--- src/rtl/hazard_scoreboard.sv ---
// hazard_scoreboard: per-register divide scoreboard with forwarding, stall and flush control
// Optional feature macro: HAZARD_PERF_CNT_EN (stall/flush performance counters)
// Ports:
//   clk, rst                          clock, async active-high reset
//   rs1_d, rs2_d, rd_d, *_used_d      ID-stage operands and destination
//   reg_write_d, div_d                ID writes rd_d / ID instruction is a divide
//   rd_e, rs1_e, rs2_e, *_used_e      EX-stage registers
//   load_e, div_issue_e, branch_taken EX load / divide launch / redirect
//   rd_m, rd_w, reg_write_m/w         MEM/WB destinations
//   div_wb_valid, div_wb_rd           divider retire port
//   stall, flush                      pipeline control
//   fwd_rs1, fwd_rs2                  00 regfile, 10 MEM, 01 WB, 11 divider
//   busy, div_full, sb_err            scoreboard state, divider full, sticky protocol error
//   stall_cnt, flush_cnt              perf counters (zero when feature disabled)
module hazard_scoreboard #(
    parameter int AW      = 5,
    parameter int MAX_OUT = 2,
    parameter int CNT_W   = 32
) (
    input  logic             clk,
    input  logic             rst,
    input  logic [AW-1:0]    rs1_d,
    input  logic [AW-1:0]    rs2_d,
    input  logic [AW-1:0]    rd_d,
    input  logic             rs1_used_d,
    input  logic             rs2_used_d,
    input  logic             reg_write_d,
    input  logic             div_d,
    input  logic [AW-1:0]    rd_e,
    input  logic [AW-1:0]    rs1_e,
    input  logic [AW-1:0]    rs2_e,
    input  logic             rs1_used_e,
    input  logic             rs2_used_e,
    input  logic             load_e,
    input  logic             div_issue_e,
    input  logic             branch_taken,
    input  logic [AW-1:0]    rd_m,
    input  logic [AW-1:0]    rd_w,
    input  logic             reg_write_m,
    input  logic             reg_write_w,
    input  logic             div_wb_valid,
    input  logic [AW-1:0]    div_wb_rd,
    output logic             stall,
    output logic             flush,
    output logic [1:0]       fwd_rs1,
    output logic [1:0]       fwd_rs2,
    output logic [2**AW-1:0] busy,
    output logic             div_full,
    output logic             sb_err,
    output logic [CNT_W-1:0] stall_cnt,
    output logic [CNT_W-1:0] flush_cnt
);
    localparam int NREGS = 2**AW;

    logic [NREGS-1:0] busy_nxt;
    logic [2:0]       out_cnt;
    logic             err_now;
    logic             raw_e;

    function automatic logic [1:0] fwd_sel(input logic [AW-1:0] rs, input logic used);
        return (!used || rs == '0)                  ? 2'b00 :
               (reg_write_m && rd_m == rs)          ? 2'b10 :
               (reg_write_w && rd_w == rs)          ? 2'b01 :
               (div_wb_valid && div_wb_rd == rs)    ? 2'b11 : 2'b00;
    endfunction

    // Set is applied after clear so a same-cycle issue to a retiring register keeps it busy.
    always_comb begin
        busy_nxt = busy;
        if (div_wb_valid) busy_nxt[div_wb_rd] = 1'b0;
        if (div_issue_e && rd_e != '0) busy_nxt[rd_e] = 1'b1;
        busy_nxt[0] = 1'b0;
    end

    assign div_full = out_cnt == 3'(MAX_OUT);
    assign err_now  = (div_wb_valid && (out_cnt == 3'd0 || (div_wb_rd != '0 && !busy[div_wb_rd])))
                   || (div_issue_e && div_full && !div_wb_valid);

    always_ff @(posedge clk or posedge rst) begin
        if (rst) begin
            busy    <= '0;
            out_cnt <= '0;
            sb_err  <= 1'b0;
        end else begin
            busy    <= busy_nxt;
            out_cnt <= out_cnt + 3'(div_issue_e) - 3'(div_wb_valid);
            sb_err  <= sb_err | err_now;
        end
    end

    always_comb begin
        fwd_rs1 = fwd_sel(rs1_e, rs1_used_e);
        fwd_rs2 = fwd_sel(rs2_e, rs2_used_e);
    end

    assign raw_e = rd_e != '0 && ((rs1_used_d && rs1_d == rd_e) || (rs2_used_d && rs2_d == rd_e));

    // Stall reads the registered busy vector, so a retiring divide releases its consumers one cycle later.
    assign stall = ((load_e || div_issue_e) && raw_e)
                || (rs1_used_d && busy[rs1_d])
                || (rs2_used_d && busy[rs2_d])
                || (reg_write_d && rd_d != '0 && busy[rd_d])
                || (div_d && div_full);
    assign flush = branch_taken;

`ifdef HAZARD_PERF_CNT_EN
    always_ff @(posedge clk or posedge rst) begin
        if (rst) begin
            stall_cnt <= '0;
            flush_cnt <= '0;
        end else begin
            stall_cnt <= stall_cnt + CNT_W'(stall);
            flush_cnt <= flush_cnt + CNT_W'(flush);
        end
    end
`else
    assign stall_cnt = '0;
    assign flush_cnt = '0;
`endif

endmodule

--- config.mk ---
export PLATFORM = sky130hd
export DESIGN_NAME = hazard_scoreboard
export DESIGN_NICKNAME = d
export VERILOG_FILES = /design/src/rtl/hazard_scoreboard.sv
export SDC_FILE = /design/constraint.sdc
export NUM_CORES = 1
export LEC_CHECK = 0
export CORE_MARGIN = 8
export CORE_UTILIZATION = 35
export DETAILED_ROUTE_END_ITERATION = 7
export PLACE_DENSITY_LB_ADDON = 0.12
export SETUP_SLACK_MARGIN = 0.02
export SLEW_MARGIN = 40
export SYNTH_ARGS = -nofsm -noshare
export SYNTH_HDL_FRONTEND = slang
export SYNTH_SLANG_ARGS = --single-unit
export TNS_END_PERCENT = 1
--- constraint.sdc ---
create_clock -name clk -period 2.4 [get_ports clk]
set_clock_uncertainty 0.05 [all_clocks]
set_input_delay 0.24 -clock clk [delete_from_list [all_inputs] [get_ports clk]]
set_output_delay 0.24 -clock clk [all_outputs]
set_load 0.02 [all_outputs]
==> run summary, run 1 <==
The flow ran to the end, but the final reports show violations. The checks that failed: negative setup slack. STA puts the critical path data arrival time at 2.61 ns.

The flop and latch count out of synthesis was 35. By area the synthesized netlist is led by sky130_fd_sc_hd__dfrtp_1, sky130_fd_sc_hd__mux4_2, sky130_fd_sc_hd__buf_4. In this run the critical register-to-register path is launched from busy[31]. The multiplexer fraction of the synthesized cell area works out to 20.3%. The logic depth of the worst register-to-register path is 7, and the die area is 13900 µm². Maximum fanout along the worst path: 2.

The repair_antennas step left the layout with diodes totalling 0. For this run, the total global-route usage over all layers was measured as 19.4%. sky130_fd_sc_hd__dfrtp_1 takes more of the synthesized area than any other cell. The tools report the yosys synthesis warning count as 0.

The post-synthesis share of cell area spent on full adders, half adders and majority gates was 1.24%; the number of top-level pins was 163. The share of the Yosys chip area taken by registers is 24.1%. The logs give 37 for the number of core rows and 5070 µm² for the area after detailed placement. The tree built by TritonCTS fans out to 35 sinks.

The combinational family with the most area after synthesis is multiplexers. STA puts the critical path data required time at 2.11 ns. Global routing finished with a remaining overflow of 0.

The number of failing setup endpoints in the final timing report came out at 1. In this run the number of H-tree levels came out at 2. Category of the worst setup path capture point: an output port. The final hold slack was 0.289 ns.

In the routed design, unresolved DRC markers number 0. The endpoint identified for the worst register-to-register timing path is sb_err. Number of routed nets with antenna violations: 0. The slack of the worst reg-to-reg path came out at 0.43 ns.

The tools report the first-pass GRT wire length as 21600 µm. The routed via count divided by cell count is 5.26. The tools report the violation count after the first detailed-routing iteration as 358. After synthesis, the largest area contributor takes up 24.1% of total cell area. Cells fill 51.3% of the core in the end.

The routed design has 13800 µm of wire. For the initial core utilization, the log shows 35.7%. In this run the deepest clock path goes through 2 buffers. From left edge to right edge, the die measures 118 µm.

The top flip-flop cell by instance count after synthesis is sky130_fd_sc_hd__dfrtp_1. The number of antenna violations at the first check in global routing is 0. The first TritonRoute pass finished after 5 iterations. Number of hold-repair buffers added at the cts stage: 0. Counting flops with a built-in enable in the synthesized netlist gives 0. Subtracting the final worst setup slack from the clock period gives 2.90 ns. The complex-gate fraction of the synthesized area works out to 13.4%.

After layout, the worst path uses 121% of the clock period. The total number of nets in the final design is 622, and the number of endpoints with negative hold slack in the final report is 0. The fraction of layout instances using a drive strength above 1 came out at 25.7%. Input and output buffers added on the ports amount to 95. Synthesis instantiated 41 different standard cells from the library. The sequential cells in the finished layout cover a total of 885 µm².

The synthesized-area fraction occupied by xor and xnor cells came out at 10.1%. In the final routed layout, each cell accounts on average for 19.8 µm. Max-cap violations in this run came to 0. Simple-gate portion of the synthesized area: 13.4%. In the layout the commonest cells are sky130_fd_sc_hd__buf_4, sky130_fd_sc_hd__clkdlybuf4s50_1, sky130_fd_sc_hd__conb_1, sky130_fd_sc_hd__o21ai_0, sky130_fd_sc_hd__dfrtp_1. Kind of start point of the critical path: a flop.

The layout has 956 filler cells. For the combined area of the multi-input logic cells, the log shows 2410 µm². TritonCTS built the clock tree. The max-slew violation total from the final report was 0; the half-perimeter wire length after placement was 11200 µm. The die extent in y is 118 µm. Static timing analysis puts the maximum clock frequency at 344 MHz. VDD sags by at most 0.444 mV. The tools report the final RePlAce weighted congestion as 0.849.

The mapped netlist covers 3630 µm². By startpoint and endpoint, the worst setup path is classified as flop to output port. Counting flops with an async set or reset pin after synthesis yields a share of 100%. Setup repair after global routing could not meet its margin everywhere. The power density over cell area came out at 621 nW/µm². The cell count after synthesis came out at 391.

For the worst-skew pair, the clock arrives at the later sink with an insertion delay of 0.30 ns. The number of CTS-inserted buffers is 5. The most common library cell in the layout ignoring fill and taps is sky130_fd_sc_hd__buf_4. The area growth from synthesis to layout is 43.7%. For this design the static power due to leakage is 2.22 nW. The run gives 36 as the maximum number of pins on one net before global-route repair.

The final worst setup slack is -0.504 ns. The average size of a mapped cell is 9.29 µm². Clock-pin slew was measured on the worst setup and hold paths at 0.08 ns. The tree is rooted in a sky130_fd_sc_hd__clkbuf_8.

With fillers left out, the area of the finished cells amounts to 5220 µm². The region available for standard cell placement spans 10200 µm². The kind of path behind the tightest hold check is input pin to asynchronous set/reset pin. The logs give 3668 for the total via count in the routed design and 3822 for the via count of the first global-routing pass.
[cells in the mapped netlist, types with 3 or more instances]
cell type and n:
sky130_fd_sc_hd__o21ai_0 65, sky130_fd_sc_hd__nor3b_1 3, sky130_fd_sc_hd__or3b_2 4, sky130_fd_sc_hd__nand3_1 14, sky130_fd_sc_hd__a31oi_1 6, sky130_fd_sc_hd__nand2_1 16, sky130_fd_sc_hd__inv_1 13, sky130_fd_sc_hd__nor2_1 6
sky130_fd_sc_hd__mux4_1 4, sky130_fd_sc_hd__clkbuf_1 13, sky130_fd_sc_hd__dfrtp_1 35, sky130_fd_sc_hd__nor3_1 5, sky130_fd_sc_hd__a21oi_1 6, sky130_fd_sc_hd__nand2b_1 4, sky130_fd_sc_hd__xor2_1 26, sky130_fd_sc_hd__xnor2_1 16
sky130_fd_sc_hd__nand3b_1 12, sky130_fd_sc_hd__nor4_1 8, sky130_fd_sc_hd__buf_4 66, sky130_fd_sc_hd__or4_1 4, sky130_fd_sc_hd__nand4_1 3, sky130_fd_sc_hd__mux4_2 23, sky130_fd_sc_hd__or3_1 3, sky130_fd_sc_hd__buf_2 5
sky130_fd_sc_hd__a211oi_1 3, sky130_fd_sc_hd__mux2i_1 9
[cells by family (layout without fill, tap and decap cells)]
family,after synthesis,count (layout)
other cells,1,65
xor+xnor,42,42
simple gates,85,85
fa+ha+maj,3,3
mux,38,38
flops,35,35
buf+inv,98,204
compound gates,89,89
[power breakdown]
| part | switching, mW | internal [mW] | total, mW |
|---|---|---|---|
| registers | 0.115 | 0.746 | 0.861 |
| logic | 0.948 | 0.950 | 1.90 |
| clock network | 0.250 | 0.235 | 0.485 |
[cell type report]
class	count	area share [%]
clock buffers	6	1.58
clock inverters	2	0.312
inverters	13	0.935
multi-input cells	322	46.2
flip-flops and latches	35	16.9
well taps	136	3.26
repair buffers	183	30.7
[repair_timing]
item | CTS | global route
pin swaps | 2 | 3
resized for setup | 19 | 11
setup buffers | 1 | 0
setup endpoints to repair | 5 | 3
[sequential cells by signal, indices dropped and copies added, names as in the netlist]
signal,flops
busy,31
sb_err,1
out_cnt,3
[stage by stage]
step	worst slack [ns]	setup TNS (ns)	power [mW]	std cells
6_report	-0.504	-0.504	3.24	697
5_1_grt	-0.559	-0.559	3.43	697
4_1_cts	-0.548	-0.548	3.23	697
3_5_place_dp	-1.05	-2.15	2.74	688
3_3_place_gp	-1.04	-2.08	2.72	688
2_1_floorplan	-0.0231	-0.0231	1.87	455
[routing by layer]
| layer | GRT usage [%] | wire length, µm | vias to the layer above | part of all wire, % |
|---|---|---|---|---|
| met2 | 31.2 | 6550 | 200 | 48 |
| met3 | 5.80 | 1220 | 28 | 8.8 |
| met5 | 0 | 0 | - | 0 |
| met1 | 24.6 | 5720 | 1801 | 42 |
| met4 | 5.36 | 284 | 0 | 2.1 |
| li1 | - | - | 1639 | - |
[worst max-delay path: stages, from the launching register on]
cell,delay [ns]
sky130_fd_sc_hd__dfrtp_2,0.41
sky130_fd_sc_hd__mux4_2,0.47
sky130_fd_sc_hd__mux2i_2,0.20
sky130_fd_sc_hd__o31ai_1,0.11
sky130_fd_sc_hd__or4_1,0.49
sky130_fd_sc_hd__or4_4,0.49
sky130_fd_sc_hd__buf_6,0.15
[worst max path at each step]
| stage | to | cells past startpoint | from | slack [ns] |
|---|---|---|---|---|
| after global placement | stall | 7 | rs2_d[1] | -1.04 |
| after floorplan | stall | 5 | busy[23] | -0.02 |
| final | stall | 6 | busy[22] | -0.50 |
| after detailed placement | stall | 7 | rs2_d[1] | -1.05 |
| after global routing | stall | 6 | busy[22] | -0.56 |
| after CTS | stall | 6 | busy[22] | -0.55 |
No activity file was read; power rests on OpenSTA's default activity.
==> inputs of run 2 (changes only) <==
CORE_MARGIN = unset   (was 8)
PLACE_DENSITY = 0.8   (was unset)
PLACE_DENSITY_LB_ADDON = unset   (was 0.12)
==> run summary, run 2 (synthesis results as in run 1) <==
The run finished, with violations left. The final reports fail on negative setup slack. The achievable frequency is 346 MHz (+0.44%). The logs give 7 (+2) for the number of detailed-route iterations in the first pass and 0 (unchanged) for the number of max-cap violations. The routed via count divided by cell count is 5.49 (+4.4%).

The relative slew slack came out at 60.7%. The area growth from synthesis to layout is 42.3%. The total number of nets in the final design is 617 (-0.80%), and the floorplan die width is 104 µm (-12%).

The total chip power is 3.24 mW (about the same), and the portion of the clock cycle consumed by the worst path in the final layout is 120% (-0.53 points). The logic depth of the worst register-to-register path works out to 7 (unchanged). Among all stages on the critical path, the largest delay is contributed by sky130_fd_sc_hd__or4_1. The reg-to-reg endpoint is sb_err. The startpoint-to-endpoint class of the critical path was flop to output port.

The power density over cell area works out to 627 nW/µm² (+0.96%). The critical path goes through mux4_2 -> mux2i_1 -> o31ai_1 -> or4_1 -> or4_4 -> buf_6. For the worst endpoint required time, the log shows 2.11 ns (about the same). The largest registers in the layout are busy x31, out_cnt x3, sb_err x1. Leaving out fill and tap cells, the most frequent cells in the layout are sky130_fd_sc_hd__clkdlybuf4s50_1, sky130_fd_sc_hd__buf_4, sky130_fd_sc_hd__o21ai_0, sky130_fd_sc_hd__conb_1, sky130_fd_sc_hd__dfrtp_1.

The final hold slack was 0.308 ns (+0.0188 ns). The logs give 0.419 mV (-5.6%) for the maximum ir drop on the vdd rail and 12700 µm (-7.6%) for the total detailed-routing wirelength. The clock sink count is 35 (unchanged).

The flip-flop count of the largest register after layout was 31 (unchanged); the number of antenna repair diodes was 0 (unchanged). The area after detailed placement was 5070 µm² (-0.17%). The number of input and output port buffers inserted is 95 (unchanged), and the source-to-sink clock delay at the later pin of the worst-skew pair is 0.29 ns (about the same). Final critical delay including setup and external delays: 2.89 ns (-0.0127 ns). The run gives 2.60 ns (about the same) as the arrival time of data at the critical path endpoint. The tools report the category of the worst setup path capture point as an output port. At the pin with the least slew margin, the transition time is 0.575 ns. The stage delay of the slowest cell on the critical path is 0.52 ns (+0.03 ns).

The number of failing setup endpoints in the final timing report is 1 (unchanged), and the number of routed nets with antenna violations is 0 (unchanged). The source of the critical timing path was busy[22]. The total via count in the routed design is 3786 (+3.2%), and the initial core utilization is 36.7% (+0.99 points). The run gives 885 (-7.4%) as the fill cell total of the finished layout.

The run gives 3756 (-1.7%) as the via count of the first global-routing pass. For the final sum of negative setup slack, the log shows -0.491 ns (+0.0127 ns). The min-delay analysis places its worst path in the category input pin to asynchronous set/reset pin.

The run gives 5 (unchanged) as the number of CTS-inserted buffers. The total leakage power came out at 2.20 nW (-0.68%). For the DRC violations left, the log shows 0 (unchanged). Die area: 10800 µm² (-22%). Setup repair after global routing could not meet its margin everywhere.

The area of all placed cells without fillers is 5170 µm² (-0.98%). The half-perimeter wire length after placement is 10200 µm (-8.7%). More flip-flops sit in one register than any other, and that register is busy. The fraction of layout instances using a drive strength above 1 came out at 24.1% (-1.6 points).

The clock-pin transition on the worst setup and hold timing paths was 0.08 ns (about the same); the placeable core region was 9910 µm² (-2.7%). The total global-route track usage was 23.2% (+3.8 points). In this run the clock root is driven by a sky130_fd_sc_hd__clkbuf_8. The number of buffers between clock root and the deepest sink was 2 (unchanged); the number of antenna violations at the first check in global routing was 0 (unchanged). The final RePlAce weighted congestion is 0.974 (+15%), and the mean routed wirelength per cell is 18.5 µm (-6.5%).

The source of the worst register-to-register timing path is busy[30]. The run gives 2 (unchanged) as the H-tree depth. STA classifies the critical path startpoint as a flop.

Total grt overflow: 0 (unchanged). The first-pass GRT wire length came out at 19800 µm (-8.5%). The run gives 36 (unchanged) as the maximum number of pins on one net before global-route repair.

The most critical setup path has its endpoint at stall. The violation count after the first detailed-routing iteration was 467 (+30%); the max-slew violation total from the final report was 0 (unchanged). The die extent in y is 104 µm (-12%), and the maximum fanout along the worst path is 2 (unchanged).

TritonCTS built the clock tree. The library cell used most frequently in the layout, excluding fill and tap cells, is sky130_fd_sc_hd__clkdlybuf4s50_1. The number of endpoints with negative hold slack in the final report was 0 (unchanged). The number of top-level pins was 163 (unchanged). The run gives 36 (-2.7%) as the number of core rows. The logs give -0.491 ns (+0.0127 ns) for the final worst setup slack and 0.36 ns (-0.07 ns) for the slack of the worst reg-to-reg path.
run 2: cell count changes in the layout (fill, tap and decap cells not counted), sizes merged:
cell / before / now
dlygate4sd2: 7 / 9
clkdlybuf4s50: 84 / 83
buf: 89 / 84
clkbuf: 7 / 8
clkdlybuf4s15: 1 / 0
clkinvlp: 1 / 0
run 2: worst max-delay path, delay by kind of cell (launching register included):
kind	cells	cell delay (ns)
AOI/OAI and AO/OA	1	0.08
buffers and inverters	1	0.15
DFF	1	0.42
muxes	2	0.64
and+or+nand+nor	2	1.02
run 2: area by class of cell:
type | count | area [µm²] | share of cell area [%]
clock buffer | 7 | 86.3 | 1.67
sequential | 35 | 885 | 17.1
multi-input combinational | 322 | 2390 | 46.3
timing repair buffer | 178 | 1590 | 30.7
inverter | 13 | 48.8 | 0.944
clock inverter | 1 | 5.00 | 0.0968
tap | 133 | 166 | 3.22
run 2: repair_timing:
action                     in CTS  in global routing
pin swaps                       1                  0
hold buffers                    0                  0
setup endpoints to repair       5                  4
gates resized for setup        19                  5
buffers inserted                0                  0
run 2: worst min path at each step:
stage	startpoint	endpoint	cells after the start
floorplan	div_issue_e	out_cnt[0]	1
global placement	sb_err	sb_err	2
detailed placement	sb_err	sb_err	2
CTS	rst	sb_err	3
global route	rst	busy[25]	3
finish	rst	busy[10]	3
run 2: stage by stage:
step	std cells	util, %	setup slack, ns
6_report	689	52.2	-0.491
5_1_grt	689	52.2	-0.570
4_1_cts	689	52.1	-0.496
3_5_place_dp	681	51.1	-1.03
3_3_place_gp	681	51.1	-1.00
2_1_floorplan	455	-	-0.0231
run 2: where the power goes:
| group | switching, mW | internal (mW) | total, mW |
|---|---|---|---|
| clock network | 0.226 | 0.232 | 0.458 |
| registers | 0.117 | 0.747 | 0.863 |
| logic | 0.965 | 0.957 | 1.92 |
run 2: per-layer routing:
| layer | vias to the layer above | track usage [%] | wire length (µm) | part of all wire (%) |
|---|---|---|---|---|
| met5 | - | 0 | 0 | 0 |
| met4 | 0 | 7.76 | 410 | 3.2 |
| met3 | 56 | 5.70 | 1340 | 11 |
| met2 | 288 | 38.4 | 6140 | 48 |
| met1 | 1815 | 29.5 | 4830 | 38 |
| li1 | 1627 | - | - | - |
==> inputs of run 3 (changes only) <==
CAP_MARGIN = 20   (was unset)
==> results of run 3 <==
The final DEF is identical to that of run 2; final timing and power are the same.
